==> src/rtl/serial_loader_if.sv <==
// Handshake bundle between a serial bit source and the loader.
// The master drives frames; the slave (loader) returns the word and strobes.
interface serial_loader_if #(
    parameter int DATA_WIDTH = 8
);
    logic                  sl_start;
    logic                  sl_bit_valid;
    logic                  sl_bit;
    logic [DATA_WIDTH-1:0] sl_out;
    logic                  sl_wr;
    logic                  sl_busy;
    logic                  sl_error;

    modport master (
        output sl_start,
        output sl_bit_valid,
        output sl_bit,
        input  sl_out,
        input  sl_wr,
        input  sl_busy,
        input  sl_error
    );

    modport slave (
        input  sl_start,
        input  sl_bit_valid,
        input  sl_bit,
        output sl_out,
        output sl_wr,
        output sl_busy,
        output sl_error
    );
endinterface

==> src/rtl/serial_loader.sv <==
// MSB-first serial word loader with trailing even-parity check.
// Emits a one-cycle write strobe on a good frame, an error pulse otherwise.
module serial_loader #(
    parameter int DATA_WIDTH = 8
) (
    input  logic            clock,
    input  logic            sl_reset,
    serial_loader_if.slave  bus
);
    localparam int CW = (DATA_WIDTH > 1) ? $clog2(DATA_WIDTH) : 1;
    localparam logic [CW-1:0] LAST = CW'(DATA_WIDTH - 1);

    typedef enum logic [1:0] {
        IDLE,
        SHIFT,
        PARITY,
        WRITE
    } state_t;

    state_t                state_q;
    logic [CW-1:0]         cnt_q;
    logic [DATA_WIDTH-1:0] shreg_q;
    logic [DATA_WIDTH-1:0] shreg_d;
    logic [DATA_WIDTH-1:0] out_q;
    logic                  wr_q;
    logic                  busy_q;
    logic                  err_q;
    logic                  par_ok;

    assign shreg_d = {shreg_q[DATA_WIDTH-2:0], bus.sl_bit};
    assign par_ok  = (bus.sl_bit == ^shreg_q);

    always_ff @(posedge clock) begin
        if (sl_reset) begin
            state_q <= IDLE;
            cnt_q   <= '0;
            shreg_q <= '0;
            out_q   <= '0;
            wr_q    <= 1'b0;
            busy_q  <= 1'b0;
            err_q   <= 1'b0;
        end else begin
            wr_q  <= 1'b0;
            err_q <= 1'b0;
            unique case (state_q)
                IDLE: begin
                    if (bus.sl_start) begin
                        cnt_q   <= '0;
                        shreg_q <= '0;
                        busy_q  <= 1'b1;
                        state_q <= SHIFT;
                    end
                end
                SHIFT: begin
                    // A restart outranks the bit presented in the same cycle
                    if (bus.sl_start) begin
                        cnt_q   <= '0;
                        shreg_q <= '0;
                    end else if (bus.sl_bit_valid) begin
                        shreg_q <= shreg_d;
                        if (cnt_q == LAST) begin
                            state_q <= PARITY;
                        end else begin
                            cnt_q <= cnt_q + CW'(1);
                        end
                    end
                end
                PARITY: begin
                    if (bus.sl_start) begin
                        cnt_q   <= '0;
                        shreg_q <= '0;
                        state_q <= SHIFT;
                    end else if (bus.sl_bit_valid) begin
                        if (par_ok) begin
                            out_q   <= shreg_q;
                            wr_q    <= 1'b1;
                            state_q <= WRITE;
                        end else begin
                            err_q   <= 1'b1;
                            busy_q  <= 1'b0;
                            state_q <= IDLE;
                        end
                    end
                end
                WRITE: begin
                    busy_q  <= 1'b0;
                    state_q <= IDLE;
                end
                default: begin
                    busy_q  <= 1'b0;
                    state_q <= IDLE;
                end
            endcase
        end
    end

    assign bus.sl_out   = out_q;
    assign bus.sl_wr    = wr_q;
    assign bus.sl_busy  = busy_q;
    assign bus.sl_error = err_q;
endmodule

==> src/flat_wrapper.sv <==
// flat-port wrapper written by rule: the top's interface ports become plain ports
module serial_loader_flat 
#(
    parameter int DATA_WIDTH = 8
)
  (clock, sl_reset, bus_sl_start, bus_sl_bit_valid, bus_sl_bit, bus_sl_out, bus_sl_wr, bus_sl_busy, bus_sl_error);
  serial_loader_if #(.DATA_WIDTH(DATA_WIDTH)) bus_i ();
  input  logic clock;
  input  logic sl_reset;
  input wire logic [$bits(bus_i.sl_start)-1:0] bus_sl_start;
  input wire logic [$bits(bus_i.sl_bit_valid)-1:0] bus_sl_bit_valid;
  input wire logic [$bits(bus_i.sl_bit)-1:0] bus_sl_bit;
  output wire logic [$bits(bus_i.sl_out)-1:0] bus_sl_out;
  output wire logic [$bits(bus_i.sl_wr)-1:0] bus_sl_wr;
  output wire logic [$bits(bus_i.sl_busy)-1:0] bus_sl_busy;
  output wire logic [$bits(bus_i.sl_error)-1:0] bus_sl_error;
  assign bus_i.sl_start = bus_sl_start;
  assign bus_i.sl_bit_valid = bus_sl_bit_valid;
  assign bus_i.sl_bit = bus_sl_bit;
  assign bus_sl_out = bus_i.sl_out;
  assign bus_sl_wr = bus_i.sl_wr;
  assign bus_sl_busy = bus_i.sl_busy;
  assign bus_sl_error = bus_i.sl_error;
  serial_loader #(.DATA_WIDTH(DATA_WIDTH)) u_core (.clock(clock), .sl_reset(sl_reset), .bus(bus_i));
endmodule
==> config.mk <==
export PLATFORM = sky130hd
export DESIGN_NAME = serial_loader_flat
export DESIGN_NICKNAME = d
export VERILOG_FILES = /design/src/rtl/serial_loader_if.sv /design/src/rtl/serial_loader.sv /design/src/flat_wrapper.sv
export SDC_FILE = /design/constraint.sdc
export NUM_CORES = 1
export LEC_CHECK = 0
export CORE_ASPECT_RATIO = 0.6
export CORE_MARGIN = 5
export CORE_UTILIZATION = 25
export CTS_BUF_LIST = sky130_fd_sc_hd__clkbuf_4 sky130_fd_sc_hd__clkbuf_8 sky130_fd_sc_hd__clkbuf_16
export DETAILED_ROUTE_END_ITERATION = 6
export HOLD_SLACK_MARGIN = 0.02
export SYNTH_ARGS = -nofsm -noshare
export SYNTH_HDL_FRONTEND = slang
export SYNTH_SLANG_ARGS = --single-unit
==> constraint.sdc <==
create_clock -name clock -period 1.8 [get_ports clock]
set_input_delay 0.45 -clock clock [delete_from_list [all_inputs] [get_ports clock]]
set_output_delay 0.45 -clock clock [all_outputs]
set_load 0.03 [all_outputs]
==> impl_metrics.csv, run 1 <==
group,metric,value,unit
place,gp_congestion,0.808,
grt,grt_start_max_net_pins,20,
timing,worst_clock_skew,3.40,ps
routing,vias_per_cell,4.54,
synth,netlist_area,1160,um^2
synth,syn_inst,120,
timing,holdWs,493,ps
timing,tightest_slew,373,ps
cts,insertion_delay,270,ps
synth,synthDistinctLibCells,31,
synth,syn_nets,133,
finish,utilization,37.1,%
power,ir_worst_vdd,0.000522,V
timing,slew_headroom,75.1,%
routing,routed_wl,2900,um
cts,root_buffer,"clkbuf_8",
grt,grt_pass1_vias,1067,
synth,syn_area_per_cell,9.68,um^2
grt,overflow,0,
critical_path,arrival,1940,ps
routing,drt_iter0_drc,44,
critical_path,start_kind,"flop",
cts,numCtsBuffers,3,
timing,fin_crit_sh,98.7,%
grt,track_usage,9.81,%
floorplanning,dieArea,6150,um^2
critical_path,worstPathRequired,1970,ps
routing,first_pass_iters,4,
finish,diodes,0,
min_path,hold_depth,3,
floorplanning,initial_core_util,25.6,%
floorplanning,io-pin-count,16,
routing,drc_errors,0,
cts,cts_tree,"yes",
finish,fin_nets,168,
finish,finalNonFillerCells,217,
place,dp_slack,-497,ps
cts,clk_pin_slew_worst_paths,90,ps
synth,ys_warn_count,0,
floorplanning,coreArea,4540,um^2
critical_path,r2r_cells,6,
critical_path,cp-end-kind,"flop",
critical_path,crit_fanout,8,
grt,grt_pass1_wl,4890,um
routing,ant_nets,0,
power,p_per_area,1040,nW/um^2
timing,setup_slack,23.5,ps
floorplanning,die_h,62.8,um
finish,syn_to_final_growth,44.9,%
cts,clockBufferDepth,2,
cts,ctsHtreeMaxLevel,1,
synth,ys_seq_elements,24,
timing,fmax,0.563,GHz
finish,drive_gt1_share,32.5,%
timing,hold_viol_final,0,
place,dp_hpwl,2130,um
critical_path,path_class,"reg2reg",
timing,rsz0062_at_grt,"yes",
floorplanning,chipWidth,98.0,um
timing,setup_viol,0,
power,power.leakage,0.727,nW
cts,postCtsHoldBufs,0,
min_path,hp-class,"in2reg",
floorplanning,core.rowCount,19,
run_status,status,"finished clean",
routing,dr_total_vias,985,
timing,maxSlewViolCount,0,
cts,clock-sinks,24,
grt,grt_antenna_before_repair,0,
place,dp_cells,210,
timing,post-route-min-period,1780,ps
timing,tns,0,ps
flow_run,max-cap-violations,0,
routing,routedWlPerCell,13.3,um
place,portBuffers,15,
synth,synth_seq_area_share,41.4,%
-- final cells by class --
| class | count | area [um^2] |
|---|---|---|
| Fill cell | 461 | 2860 |
| Tap cell | 63 | 78.8 |
| Multi-Input combinational cell | 89 | 726 |
| Inverter | 3 | 11.3 |
| Timing Repair Buffer | 34 | 305 |
| Clock inverter | 1 | 30.0 |
| Sequential cell | 24 | 490 |
| Clock buffer | 3 | 41.3 |
-- routing by layer --
metal  track usage (%)  part of all wire (%)  vias up  wire length, um
li1                  -                     -      491                -
met1              12.4                    48      467             1380
met2              15.3                    46       22             1330
met3              4.24                   5.8        5              168
met4              2.59                  0.66        0               19
met5                 0                     0        -                0
-- synthesized netlist by cell type --
library cell / number / area, um^2
xnor3_2: 1 / 23.8
dfxtp_1: 24 / 480
xor2_1: 1 / 8.76
nand2_1: 6 / 22.5
nor3_1: 3 / 15.0
xnor3_1: 1 / 22.5
buf_2: 1 / 5.00
o21ai_0: 1 / 5.00
o21ai_1: 1 / 5.00
inv_1: 3 / 11.3
o21bai_1: 1 / 7.51
or2_2: 2 / 12.5
nand4b_1: 1 / 8.76
nand3b_1: 1 / 7.51
nor3b_1: 1 / 7.51
a221oi_1: 1 / 8.76
nand2b_1: 1 / 6.26
ha_1: 8 / 100
nor2b_1: 4 / 25.0
xnor2_1: 3 / 26.3
o31a_1: 1 / 8.76
clkbuf_1: 3 / 11.3
nor2_1: 20 / 75.1
o22ai_1: 2 / 12.5
nor3b_2: 1 / 12.5
mux2i_1: 9 / 90.1
a21oi_1: 7 / 35.0
a22oi_1: 8 / 60.1
or3b_2: 1 / 8.76
mux2i_4: 1 / 22.5
o211ai_1: 2 / 15.0
-- path summary, 6_finish.rpt --
check | slack [ps] | start | end
max | 20 | u_core.shreg_q[7] | u_core.bus.sl_out[5]
min | 490 | bus_sl_bit | u_core.shreg_q[0]
max reg2reg | 20 | u_core.shreg_q[7] | u_core.bus.sl_out[5]
min reg2reg | 500 | u_core.cnt_q[1] | u_core.cnt_q[1]
-- cells by family after synthesis --
logic type | synth area share [%]
AND/OR/NAND/NOR | 17.3
XOR/XNOR | 7.00
multiplexers | 9.70
flip-flops | 41.4
adder cells (fa/ha/maj) | 8.62
AO/OA/AOI/OAI | 13.6
buffers and inverters | 2.37
-- worst max-delay path, cell delays in order, from the launching register on --
cell and delay, ps:
dfxtp_4 370, xnor2_2 150, xnor3_2 500, mux2i_4 210, buf_12 160, mux2i_2 200, nor2_1 70
-- registers in the layout, indices dropped and copies added (netlist names) --
name / flops
u_core.bus.sl_wr: 1
u_core.bus.sl_error: 1
u_core.bus.sl_busy: 1
u_core.state_q: 2
u_core.shreg_q: 8
u_core.cnt_q: 3
u_core.bus.sl_out: 8
-- cells in the final DEF (no fill, tap or decap), types with 3 or more instances in the layout --
master            n
a22oi_1           7
mux2i_1           7
inv_1             3
ha_1              6
xnor2_2           3
nor2b_1           3
dfxtp_1          20
nand2_1           6
buf_4            18
a21oi_2           4
clkbuf_8          3
clkdlybuf4s50_1  12
a21oi_1           3
nor2_1           20
-- what timing repair did --
item | 4_1_cts | 5_1_grt
setup endpoints to repair | 17 | 25
pin swaps | 3 | 8
setup buffers | 0 | 3
gates cloned | 0 | 0
resized for setup | 6 | 21
-- report_power, final --
| part | switching [mW] | internal, mW |
|---|---|---|
| sequential | 0.0329 | 0.571 |
| combinational | 0.356 | 0.309 |
| clock | 0.182 | 0.298 |
| total | 0.571 | 1.18 |
-- metrics by stage --
step / area (um^2) / power, mW
after floorplan: 1160 / 0.972
after global placement: 1510 / 1.18
after detailed placement: 1510 / 1.21
after CTS: 1600 / 1.70
after global routing: 1680 / 1.85
final: 1680 / 1.75
(Power assumes the default switching activity.)
==> run 2, diff against run 1 <==
Settings changed: CTS_CLUSTER_DIAMETER set to 150.
Clock period 1.8 ns to 1.9 ns, I/O delays scaled along.
==> impl_metrics.csv, run 2 (synthesized netlist as in run 1, its figures left out) <==
group,metric,value,unit
run_status,status,"finished clean",
finish,syn_to_final_growth,38.5,%
cts,insertion_delay,270,ps
power,power.total,1.63,mW
floorplanning,dieArea,6150,um^2
floorplanning,io-pin-count,16,
timing,setup_slack,106,ps
finish,final_common_cell,"dfxtp_1",
finish,fillers,462,
grt,overflow,0,
place,dp_cells,206,
critical_path,crit_fanout,3,
critical_path,start_kind,"flop",
cts,clockBufferDepth,2,
place,dp_slack,-472,ps
critical_path,arrival,1320,ps
routing,vias_per_cell,4.55,
finish,diodes,0,
floorplanning,chipWidth,98.0,um
critical_path,worstPathRequired,1420,ps
finish,finalNonFillerCells,211,
grt,grt_pass1_vias,973,
place,gp_congestion,0.822,
timing,maxSlewViolCount,0,
routing,ant_nets,0,
timing,fin_crit_sh,94.4,%
finish,fin_nets,162,
timing,rsz0062_at_grt,"no",
timing,worst_clock_skew,6.82,ps
timing,slew_headroom,76.4,%
routing,drt_iter0_drc,85,
flow_run,max-cap-violations,0,
grt,grt_antenna_before_repair,0,
floorplanning,core.rowCount,19,
floorplanning,coreArea,4540,um^2
cts,numCtsBuffers,3,
timing,setup_viol,0,
cts,ctsHtreeMaxLevel,1,
floorplanning,initial_core_util,25.6,%
critical_path,path_class,"reg2out",
critical_path,cpPeakStageDelay,690,ps
routing,drc_errors,0,
cts,clock-sinks,24,
timing,post-route-min-period,1790,ps
critical_path,path_buf_inv,1,
critical_path,cp_slowest_cell,"clkdlybuf4s50_1",
cts,root_buffer,"clkbuf_8",
min_path,hp-class,"reg2reg",
timing,tightest_slew,354,ps
finish,drive_gt1_share,24.3,%
routing,first_pass_iters,4,
grt,grt_pass1_wl,4690,um
cts,clk_pin_slew_worst_paths,90,ps
grt,grt_start_max_net_pins,25,
critical_path,worstPathCellList,"clkdlybuf4s50_1",
critical_path,r2r_setup_slack,120,ps
routing,dr_total_vias,959,
routing,routedWlPerCell,12.8,um
finish,layout_common_cells,"dfxtp_1 (22), nor2_1 (20), clkdlybuf4s50_1 (14)",
power,ir_worst_vdd,0.000329,V
grt,track_usage,9.27,%
place,placed_area,1480,um^2
timing,tns,0,ps
timing,hold_viol_final,0,
timing,fmax,0.557,GHz
place,dp_hpwl,1950,um
finish,final_cell_area,1610,um^2
critical_path,cp-end-kind,"primary output",
power,p_per_area,1010,nW/um^2
critical_path,critPathTopFamily,"buffers and inverters",
routing,routed_wl,2690,um
floorplanning,die_h,62.8,um
power,power.leakage,0.673,nW
cts,cts_tree,"yes",
cts,postCtsHoldBufs,0,
place,portBuffers,15,
finish,utilization,35.4,%
timing,holdWs,480,ps
run 2: per-layer routing:
layer | share of wire [%] | GRT usage, % | up-vias
li1 | - | - | 478
met1 | 50 | 12.8 | 453
met2 | 42 | 13.4 | 26
met3 | 7.6 | 3.90 | 2
met4 | 0.19 | 1.90 | 0
met5 | 0 | 0 | -
run 2: worst paths after layout:
check	startpoint	end	cells past startpoint
setup / recovery	u_core.bus.sl_busy	bus_sl_busy	1
hold / removal	u_core.cnt_q[2]	u_core.cnt_q[2]	2
setup reg to reg	u_core.cnt_q[0]	u_core.cnt_q[0]	7
hold reg to reg	u_core.cnt_q[2]	u_core.cnt_q[2]	2
run 2: layout make-up:
cell class	count	area [um^2]	area share, %
clock buffer	3	41.3	2.57
clock inverter	1	30.0	1.87
timing repair buffer	28	255	15.9
multi-input combinational	89	708	44.0
tap	63	78.8	4.90
sequential	24	483	30.0
inverter	3	11.3	0.700
run 2: tightest hold or removal path, cell delays in order (launching register included):
cell and delay [ps]:
dfxtp_1 320, nand2_1 60, a21oi_1 50
run 2: timing repair:
item                       in CTS  in global routing
buffers inserted                0                  1
pin swaps                       2                  5
setup endpoints to repair      13                 21
gates resized for setup         3                 13
run 2: power by group:
part,total (mW),leakage [nW],switching (mW),internal (mW)
Sequential,0.580,0.195,0.0409,0.539
Combinational,0.602,0.443,0.327,0.275
Clock,0.444,0.0357,0.163,0.282
==> run 3, diff against run 2 <==
Settings changed: GPL_TIMING_DRIVEN set to 0.
==> impl_metrics.csv, run 3 (synthesized netlist as in run 1, its figures left out) <==
group,metric,value,unit
floorplanning,initial_core_util,25.6,%
power,power.leakage,0.657,nW
place,placed_area,1380,um^2
floorplanning,die_h,62.8,um
grt,grt.met1_usage,12.7,%
finish,diodes,0,
cts,root_buffer,"clkbuf_8",
timing,fmax,0.547,GHz
finish,utilization,35.5,%
routing,routedWlPerCell,11.9,um
routing,ant_nets,0,
power,pwr-share-comb,38.1,%
grt,grt_pass1_vias,839,
cts,numCtsBuffers,3,
timing,setup_viol,0,
power,sw_frac_of_total,32.3,%
floorplanning,core.rowCount,19,
finish,syn_to_final_growth,38.8,%
timing,setup_slack,72.5,ps
place,gp_congestion,0.762,
critical_path,start_kind,"flop",
grt,met2_usage,9.92,%
place,dp_hpwl,1780,um
routing,vias_per_cell,4.29,
finish,fillers,461,
routing,drc_errors,0,
power,clockPowerShare,26.6,%
finish,seqCellArea,485,um^2
power,p_per_area,1040,nW/um^2
power,share_seq_of_total_power,35.2,%
timing,tns,0,ps
routing,first_pass_iters,4,
critical_path,crit_top_cell,"buf_4",
critical_path,crit_fanout,4,
critical_path,worstPathCellList,"clkinvlp_4 > buf_4 > ha_2 > nor3_4 > buf_4 > or3b_2 > a21oi_2",
flow_run,max-cap-violations,0,
timing,slew_headroom,66.4,%
timing,maxSlewViolCount,0,
routing,dr_total_vias,901,
finish,final_common_cell,"dfxtp_1",
cts,clock-sinks,24,
grt,grt_antenna_before_repair,0,
power,p_switching,0.539,mW
run_status,status,"finished clean",
routing,routed_wl,2500,um
grt,overflow,0,
grt,gr-usage-met3,3.90,%
cts,clk_pin_slew_worst_paths,80,ps
grt,grt_start_max_net_pins,15,
cts,cts_tree,"yes",
floorplanning,coreArea,4540,um^2
cts,insertion_delay,270,ps
cts,clockBufferDepth,2,
floorplanning,dieArea,6150,um^2
critical_path,worstPathRequired,2110,ps
floorplanning,io-pin-count,16,
critical_path,cp-end-kind,"flop",
place,portBuffers,14,
place,dp_cells,197,
critical_path,cpPeakStageDelay,450,ps
min_path,hp-class,"reg2reg",
grt,busiest_layer,"met1",
timing,worst_clock_skew,3.54,ps
cts,ctsHtreeMaxLevel,1,
critical_path,path_class,"reg2reg",
grt,grt_pass1_wl,4110,um
finish,multi_input_area,722,um^2
timing,holdWs,466,ps
timing,hold_viol_final,0,
finish,final_cell_area,1610,um^2
power,power.total,1.67,mW
power,ir_worst_vdd,0.000321,V
power,internal-power,1.13,mW
timing,fin_crit_sh,96.2,%
floorplanning,chipWidth,98.0,um
finish,layout_common_cells,"dfxtp_1 (22), nor2_1 (20), clkdlybuf4s50_1 (13)",
timing,tightest_slew,504,ps
finish,fin_nets,161,
routing,drt_iter0_drc,48,
timing,post-route-min-period,1830,ps
grt,track_usage,8.23,%
critical_path,cp_slowest_cell,"or3b_2",
finish,drive_gt1_share,23.1,%
critical_path,arrival,2030,ps
finish,finalNonFillerCells,210,
place,dp_slack,-505,ps
## run 3: power groups by stage
| stage | clock network (mW) | registers, mW | logic (mW) |
|---|---|---|---|
| after CTS | 0.455 | 0.580 | 0.482 |
| after global placement | 0 | 0.590 | 0.440 |
| after detailed placement | 0 | 0.591 | 0.438 |
| after floorplan | 0 | 0.597 | 0.324 |
| after global routing | 0.480 | 0.596 | 0.705 |
| final | 0.445 | 0.588 | 0.637 |
## run 3: cell type report
cell class | count | area share (%)
buffer | 4 | 1.16
clock buffer | 3 | 2.56
clock inverter | 1 | 1.86
inverter | 3 | 0.932
multi-input combinational | 89 | 44.8
sequential | 24 | 30.1
tap | 63 | 4.89
timing repair buffer | 23 | 13.7
## run 3: timing repair
action                                 4_1_cts  5_1_grt
pin swaps                                    2        6
buffers inserted                             2        7
endpoints found under the hold margin        0        0
setup endpoints to repair                   22       19
hold buffers                                 0        0
gates resized for setup                      7       15
## run 3: metal layers
| layer | up-vias | routed length [um] |
|---|---|---|
| li1 | 478 | - |
| met4 | 0 | 10 |
| met2 | 18 | 926 |
| met3 | 3 | 144 |
| met1 | 402 | 1420 |
| met5 | - | 0 |
## run 3: critical path, delay by kind of cell, from the launching register on
family	cells	cell delay, ps
AO/OA/AOI/OAI	1	120
adder cells (fa/ha/maj)	1	220
buffers and inverters	3	390
flip-flops	1	380
AND/OR/NAND/NOR	2	650
## run 3: final timing paths
path	start	endpoint	slack, ps	cells after the start
setup reg to reg	u_core.state_q[0]	u_core.cnt_q[0]	70	7
hold / removal	u_core.cnt_q[1]	u_core.cnt_q[1]	470	2
hold reg to reg	u_core.cnt_q[1]	u_core.cnt_q[1]	470	2
setup / recovery	u_core.state_q[0]	u_core.cnt_q[0]	70	7
